### src/rtl/mul_add_seq.sv
// Time-multiplexed polyphase decimation FIR: one multiplier, N-deep sample history, one output per D inputs.
// Define MUL_ADD_SEQ_SYM_EN for symmetric (linear-phase) folding with ceil(N/2) stored coefficients.
module mul_add_seq #(
  parameter int gp_idata_width       = 8,
  parameter int gp_coeff_width       = 8,
  parameter int gp_coeff_length      = 17,
  parameter int gp_decimation_factor = 4,
  parameter int gp_odata_width       = gp_idata_width + gp_coeff_width + $clog2(gp_coeff_length)
) (
  input  logic                                i_clk,
  input  logic                                i_rst,
  input  logic                                i_valid,
  output logic                                o_ready,
  input  logic [gp_idata_width-1:0]           i_data,
  input  logic                                i_coeff_wr,
  input  logic [$clog2(gp_coeff_length)-1:0]  i_coeff_addr,
  input  logic [gp_coeff_width-1:0]           i_coeff_data,
  output logic                                o_valid,
  output logic [gp_odata_width-1:0]           o_data,
  output logic                                o_busy
);

  localparam int AW  = $clog2(gp_coeff_length);
`ifdef MUL_ADD_SEQ_SYM_EN
  localparam int CN  = (gp_coeff_length + 1) / 2;
  localparam int PAW = gp_idata_width + 1;
`else
  localparam int CN  = gp_coeff_length;
  localparam int PAW = gp_idata_width;
`endif
  localparam int CAW = (CN > 1) ? $clog2(CN) : 1;
  localparam int PRW = PAW + gp_coeff_width;
  localparam int PW  = (gp_decimation_factor > 1) ? $clog2(gp_decimation_factor) : 1;

  localparam logic [AW:0]    CN_L      = (AW+1)'(CN);
  localparam logic [AW-1:0]  LAST_IDX  = AW'(gp_coeff_length - 1);
  localparam logic [CAW-1:0] STEP_LAST = CAW'(CN - 1);
  localparam logic [PW-1:0]  PH_LAST   = PW'(gp_decimation_factor - 1);

  typedef enum logic [1:0] {S_IDLE, S_MAC, S_OUT} state_t;

  state_t                            state;
  logic signed [gp_idata_width-1:0]  buf_q   [gp_coeff_length];
  logic signed [gp_coeff_width-1:0]  coeff_q [CN];
  logic [AW-1:0]                     wptr;
  logic [AW-1:0]                     rd_lo;
  logic [CAW-1:0]                    step;
  logic [PW-1:0]                     phase;
  logic signed [gp_odata_width-1:0]  acc;
  logic signed [PAW-1:0]             pre;
  logic signed [PRW-1:0]             prod;
  logic signed [gp_odata_width-1:0]  prod_ext;
`ifdef MUL_ADD_SEQ_SYM_EN
  localparam logic [CAW-1:0] STEP_MID = CAW'(gp_coeff_length / 2);
  logic [AW-1:0]                     rd_hi;
`endif

  function automatic logic [AW-1:0] idx_inc(input logic [AW-1:0] i);
    return (i == LAST_IDX) ? '0 : i + 1'b1;
  endfunction

  function automatic logic [AW-1:0] idx_dec(input logic [AW-1:0] i);
    return (i == '0) ? LAST_IDX : i - 1'b1;
  endfunction

  // Single shared multiplier; rd_lo walks backwards from the newest sample.
  always_comb begin
    pre = '0;
`ifdef MUL_ADD_SEQ_SYM_EN
    if ((gp_coeff_length % 2 == 1) && (step == STEP_MID))
      pre = {buf_q[rd_lo][gp_idata_width-1], buf_q[rd_lo]};
    else
      pre = {buf_q[rd_lo][gp_idata_width-1], buf_q[rd_lo]}
          + {buf_q[rd_hi][gp_idata_width-1], buf_q[rd_hi]};
`else
    pre = buf_q[rd_lo];
`endif
    prod     = coeff_q[step] * pre;
    prod_ext = {{(gp_odata_width-PRW){prod[PRW-1]}}, prod};
  end

  // Handshake: a sample moves on any clock edge where i_valid && o_ready;
  // o_ready is high only in IDLE, and the source holds i_data while it is low.
  always_ff @(posedge i_clk or posedge i_rst) begin
    if (i_rst) begin
      state   <= S_IDLE;
      wptr    <= '0;
      rd_lo   <= '0;
      step    <= '0;
      phase   <= '0;
      acc     <= '0;
      o_data  <= '0;
      o_valid <= 1'b0;
      o_ready <= 1'b1;
      o_busy  <= 1'b0;
`ifdef MUL_ADD_SEQ_SYM_EN
      rd_hi   <= '0;
`endif
      for (int i = 0; i < gp_coeff_length; i++) buf_q[i] <= '0;
      for (int i = 0; i < CN; i++) coeff_q[i] <= '0;
    end else begin
      o_valid <= 1'b0;
      if (i_coeff_wr && (state != S_MAC) && ({1'b0, i_coeff_addr} < CN_L))
        coeff_q[i_coeff_addr[CAW-1:0]] <= i_coeff_data;
      case (state)
        S_IDLE: begin
          if (i_valid) begin
            buf_q[wptr] <= i_data;
            wptr        <= idx_inc(wptr);
            if (phase == PH_LAST) begin
              phase   <= '0;
              state   <= S_MAC;
              o_ready <= 1'b0;
              o_busy  <= 1'b1;
              acc     <= '0;
              step    <= '0;
              rd_lo   <= wptr;
`ifdef MUL_ADD_SEQ_SYM_EN
              rd_hi   <= idx_inc(wptr);
`endif
            end else begin
              phase <= phase + 1'b1;
            end
          end
        end
        S_MAC: begin
          acc   <= acc + prod_ext;
          step  <= step + 1'b1;
          rd_lo <= idx_dec(rd_lo);
`ifdef MUL_ADD_SEQ_SYM_EN
          rd_hi <= idx_inc(rd_hi);
`endif
          if (step == STEP_LAST) begin
            state  <= S_OUT;
            o_busy <= 1'b0;
          end
        end
        S_OUT: begin
          o_data  <= acc;
          o_valid <= 1'b1;
          o_ready <= 1'b1;
          state   <= S_IDLE;
        end
        default: state <= S_IDLE;
      endcase
    end
  end

endmodule

### config.mk
export PLATFORM = sky130hd
export DESIGN_NAME = mul_add_seq
export DESIGN_NICKNAME = d
export VERILOG_FILES = /design/src/rtl/mul_add_seq.sv
export SDC_FILE = /design/constraint.sdc
export NUM_CORES = 1
export LEC_CHECK = 0
export ABC_AREA = 1
export CORE_ASPECT_RATIO = 0.8
export CORE_MARGIN = 4
export CORE_UTILIZATION = 55
export CTS_BUF_LIST = sky130_fd_sc_hd__clkbuf_4 sky130_fd_sc_hd__clkbuf_8
export CTS_CLUSTER_DIAMETER = 30
export DETAILED_ROUTE_END_ITERATION = 8
export GPL_TIMING_DRIVEN = 0
export PLACE_DENSITY = 0.72
export SLEW_MARGIN = 20
export SYNTH_ARGS = -nofsm -noshare
export SYNTH_HDL_FRONTEND = slang
export SYNTH_SLANG_ARGS = --single-unit
### constraint.sdc
create_clock -name i_clk -period 37 [get_ports i_clk]
set_input_delay 11.1 -clock i_clk [delete_from_list [all_inputs] [get_ports i_clk]]
set_output_delay 11.1 -clock i_clk [all_outputs]
set_load 0.02 [all_outputs]
==> summary.txt <==
Worst setup path
  – Critical path fanouts, max: 2
  – Gate family responsible for the most delay along the worst path: buffers and inverters
  – Crit-path max cell delay: 0.60 ns
  – Required time of the worst setup path: 25.90 ns
  – Element type at the critical path start: flop
  – Worst-path cell with the longest stage delay: clkdlybuf4s50_1
  – Endpoint kind of the worst setup timing path: output port
  – WP data arrival: 1.74 ns
  – Buffers and inverters on the worst path: 1
  – Type of the setup path with the least slack: flop to output port
  – CP Cell Sequence: clkdlybuf4s50_1

STA
  – Least-Margin Pin Slew: 1.142 ns
  – Worst Clk Skew: 0.02075 ns
  – Relative max-transition margin: 23.88%
  – Final worst hold slack: 0.4713 ns
  – Hold Vio Cnt, Final: 0
  – Final period util: 34.70%
  – Final setup TNS: 0 ns
  – Count of endpoints failing setup in the final report: 0
  – Fin crit period: 12.84 ns
  – Highest clock rate: 77.88 MHz
  – Number of max-slew violations in the final report: 0
  – RSZ-0062 raised after global routing: no

Clock tree
  – TritonCTS clock tree: done
  – Clock-pin slew of the registers on the worst-case setup and hold paths: 0.05 ns
  – Setup bufs post-CTS: 0
  – Maximum level of the CTS H-tree: 3
  – Hold-fix buffers at CTS: 0
  – # resized after CTS: 0
  – Count of clock tree sinks: 336
  – Root Driver: clkbuf_8
  – Cts bufs inserted: 67
  – Clock Tree Buf Depth: 3
  – Worst skew pair latency: 0.62 ns

Drt
  – Routed len/inst: 18.90 um
  – Drt initial violations: 1868
  – Routed WL: 57630 um
  – Average vias per placed instance: 5.665
  – Final ANT Viol Nets: 0
  – Detailed-routing iteration count for the pre-antenna-repair pass: 6
  – Total number of vias: 17280
  – # DRC: 0

Die
  – Vert. Die Dim: 177.4 um
  – Horiz. Die Dim: 219.8 um
  – I/O pin count: 49
  – Initial core utilization: 56.20%
  – Floorplan core area: 35110 um2
  – Standard-cell rows: 61
  – Floorplan die area: 38990 um2

Placement
  – Area after DPL: 20840 um2
  – Final Wtd Congestion: 0.9814
  – HPWL after detailed placement: 41750 um
  – Port Buf Inserts: 41

Flow run
  – Maxcap violations: 0

Synthesis
  – Net count after synthesis: 2585
  – Commonest cells in the synthesized netlist: 605 x nand2_1, 346 x o21ai_0, 335 x dfrtp_1
  – Area share of the largest cell type after synthesis: 42.48%
  – Dominant cell by count in the synthesized netlist: nand2_1
  – Post-synthesis async set-or-reset flop share: 100.0%
  – Number of flops mapped to enable cells by yosys: 0
  – Warning count from the yosys run: 0
  – Post-synthesis average cell area: 8.181 um2
  – Predominant post-synthesis flop cell: dfrtp_1
  – Proportion of synthesized chip area in sequential cells: 42.62%
  – Post-synthesis sequential element count: 336
  – Gate Count Post-Synth: 2412
  – Area contributors post-synth: dfrtp_1 42%, nand2_1 12%, fa_1 9.3%
  – Unique cell type count in the Yosys netlist: 45
  – Leading area contributor after synthesis: dfrtp_1
  – Post-synthesis cell area: 19730 um2

Finish
  – Nets: 2699
  – Area growth from synthesis to final layout: 13.70%
  – Number of diodes: 0
  – Utilization of the core after routing: 63.90%
  – Post-route standard cell area excluding fillers: 22440 um2
  – Layout filler cell count: 3046
  – Fraction of final layout cells sized beyond drive strength 1: 10.40%

Global routing
  – Antenna violations before repair: 1
  – Global-route wire length before repair: 92170 um
  – Overall global routing resource usage: 30.42%
  – Total grt overflow: 0
  – Number of global-route vias before repair: 17010
  – Largest net degree at the start of global routing: 110

Hold path
  – Path class of the lowest-slack min-delay path: flop to flop

Status
  – Status: finished, final reports clean
through the flow:
step | worst slack (ns) | cells
after global placement | 12.65 | 2925
after CTS | 24.12 | 3050
after global routing | 24.11 | 3050
after detailed placement | 24.02 | 2929
final | 24.16 | 3050
after floorplan | 16.59 | 2412
sequential cells by signal, summed over array words and instances, names as in the netlist:
register and flops:
acc 21, buf_q 136, coeff_q 136, o_busy 1, o_data 21, o_ready 1
o_valid 1, phase 2, rd_lo 5, state 2, step 5, wptr 5
layout by cell type (no fill, tap or decap), drive strengths merged, types with 3 or more instances in the layout:
master	netlist	routed
inv	296	297
nor2	284	284
a31oi	3	3
ha	56	56
a21oi	80	80
clkdlybuf4s50	0	41
clkbuf	28	123
nand2	622	622
clkinvlp	0	6
dfrtp	335	335
nand4	6	6
clkinv	1	11
buf	83	87
nand3b	5	5
nor3	3	3
xnor2	4	4
fa	92	92
o211ai	40	40
bufinv	0	9
o22ai	8	8
nand3	95	95
o21ai	358	358
layer usage:
metal	vias to the layer above	part of all wire (%)	routed length (um)	GRT usage, %
met1	8417	44	25430	45.02
met4	0	2.5	1426	8.946
met2	851	42	24320	43.45
met3	111	11	6457	9.175
li1	7900	-	-	-
met5	-	0	0	0
area by class of cell:
type / count / area (um2) / area share [%]
inverter: 297 / 1130 / 5.036
multi-input combinational: 1668 / 9512 / 42.40
clock buffer: 95 / 1207 / 5.382
buffer: 111 / 694.4 / 3.095
sequential: 336 / 8409 / 37.48
clock inverter: 26 / 387.9 / 1.729
timing repair buffer: 45 / 504.2 / 2.248
tap: 472 / 590.6 / 2.632
cell families (layout without fill, tap and decap cells):
| logic type | Yosys count | count (layout) | synth area share [%] |
|---|---|---|---|
| buffers and inverters | 408 | 574 | 9.207 |
| AOI/OAI and AO/OA | 494 | 494 | 13.20 |
| adders and majority gates | 148 | 148 | 12.88 |
| DFF | 336 | 336 | 42.62 |
| and+or+nand+nor | 1019 | 1019 | 21.77 |
| xor gates and xnor gates | 6 | 6 | 0.2663 |
| muxes | 1 | 1 | 0.05706 |
worst paths after layout:
check	from	endpoint	slack [ns]	cells past startpoint
min in group asynchronous	i_rst	buf_q[121]	10.90	2
max	o_ready	o_ready	24.16	1
min	o_data[14]	o_data[14]	0.47	2
min reg2reg	o_data[14]	o_data[14]	0.47	2
max reg2reg	rd_lo[1]	acc[13]	30.62	24
max in group asynchronous	i_rst	o_data[19]	24.86	4
Power is left out: the tool's default activity adds up to more than one toggle a clock period on the data nets, which glitch-free logic cannot reach.
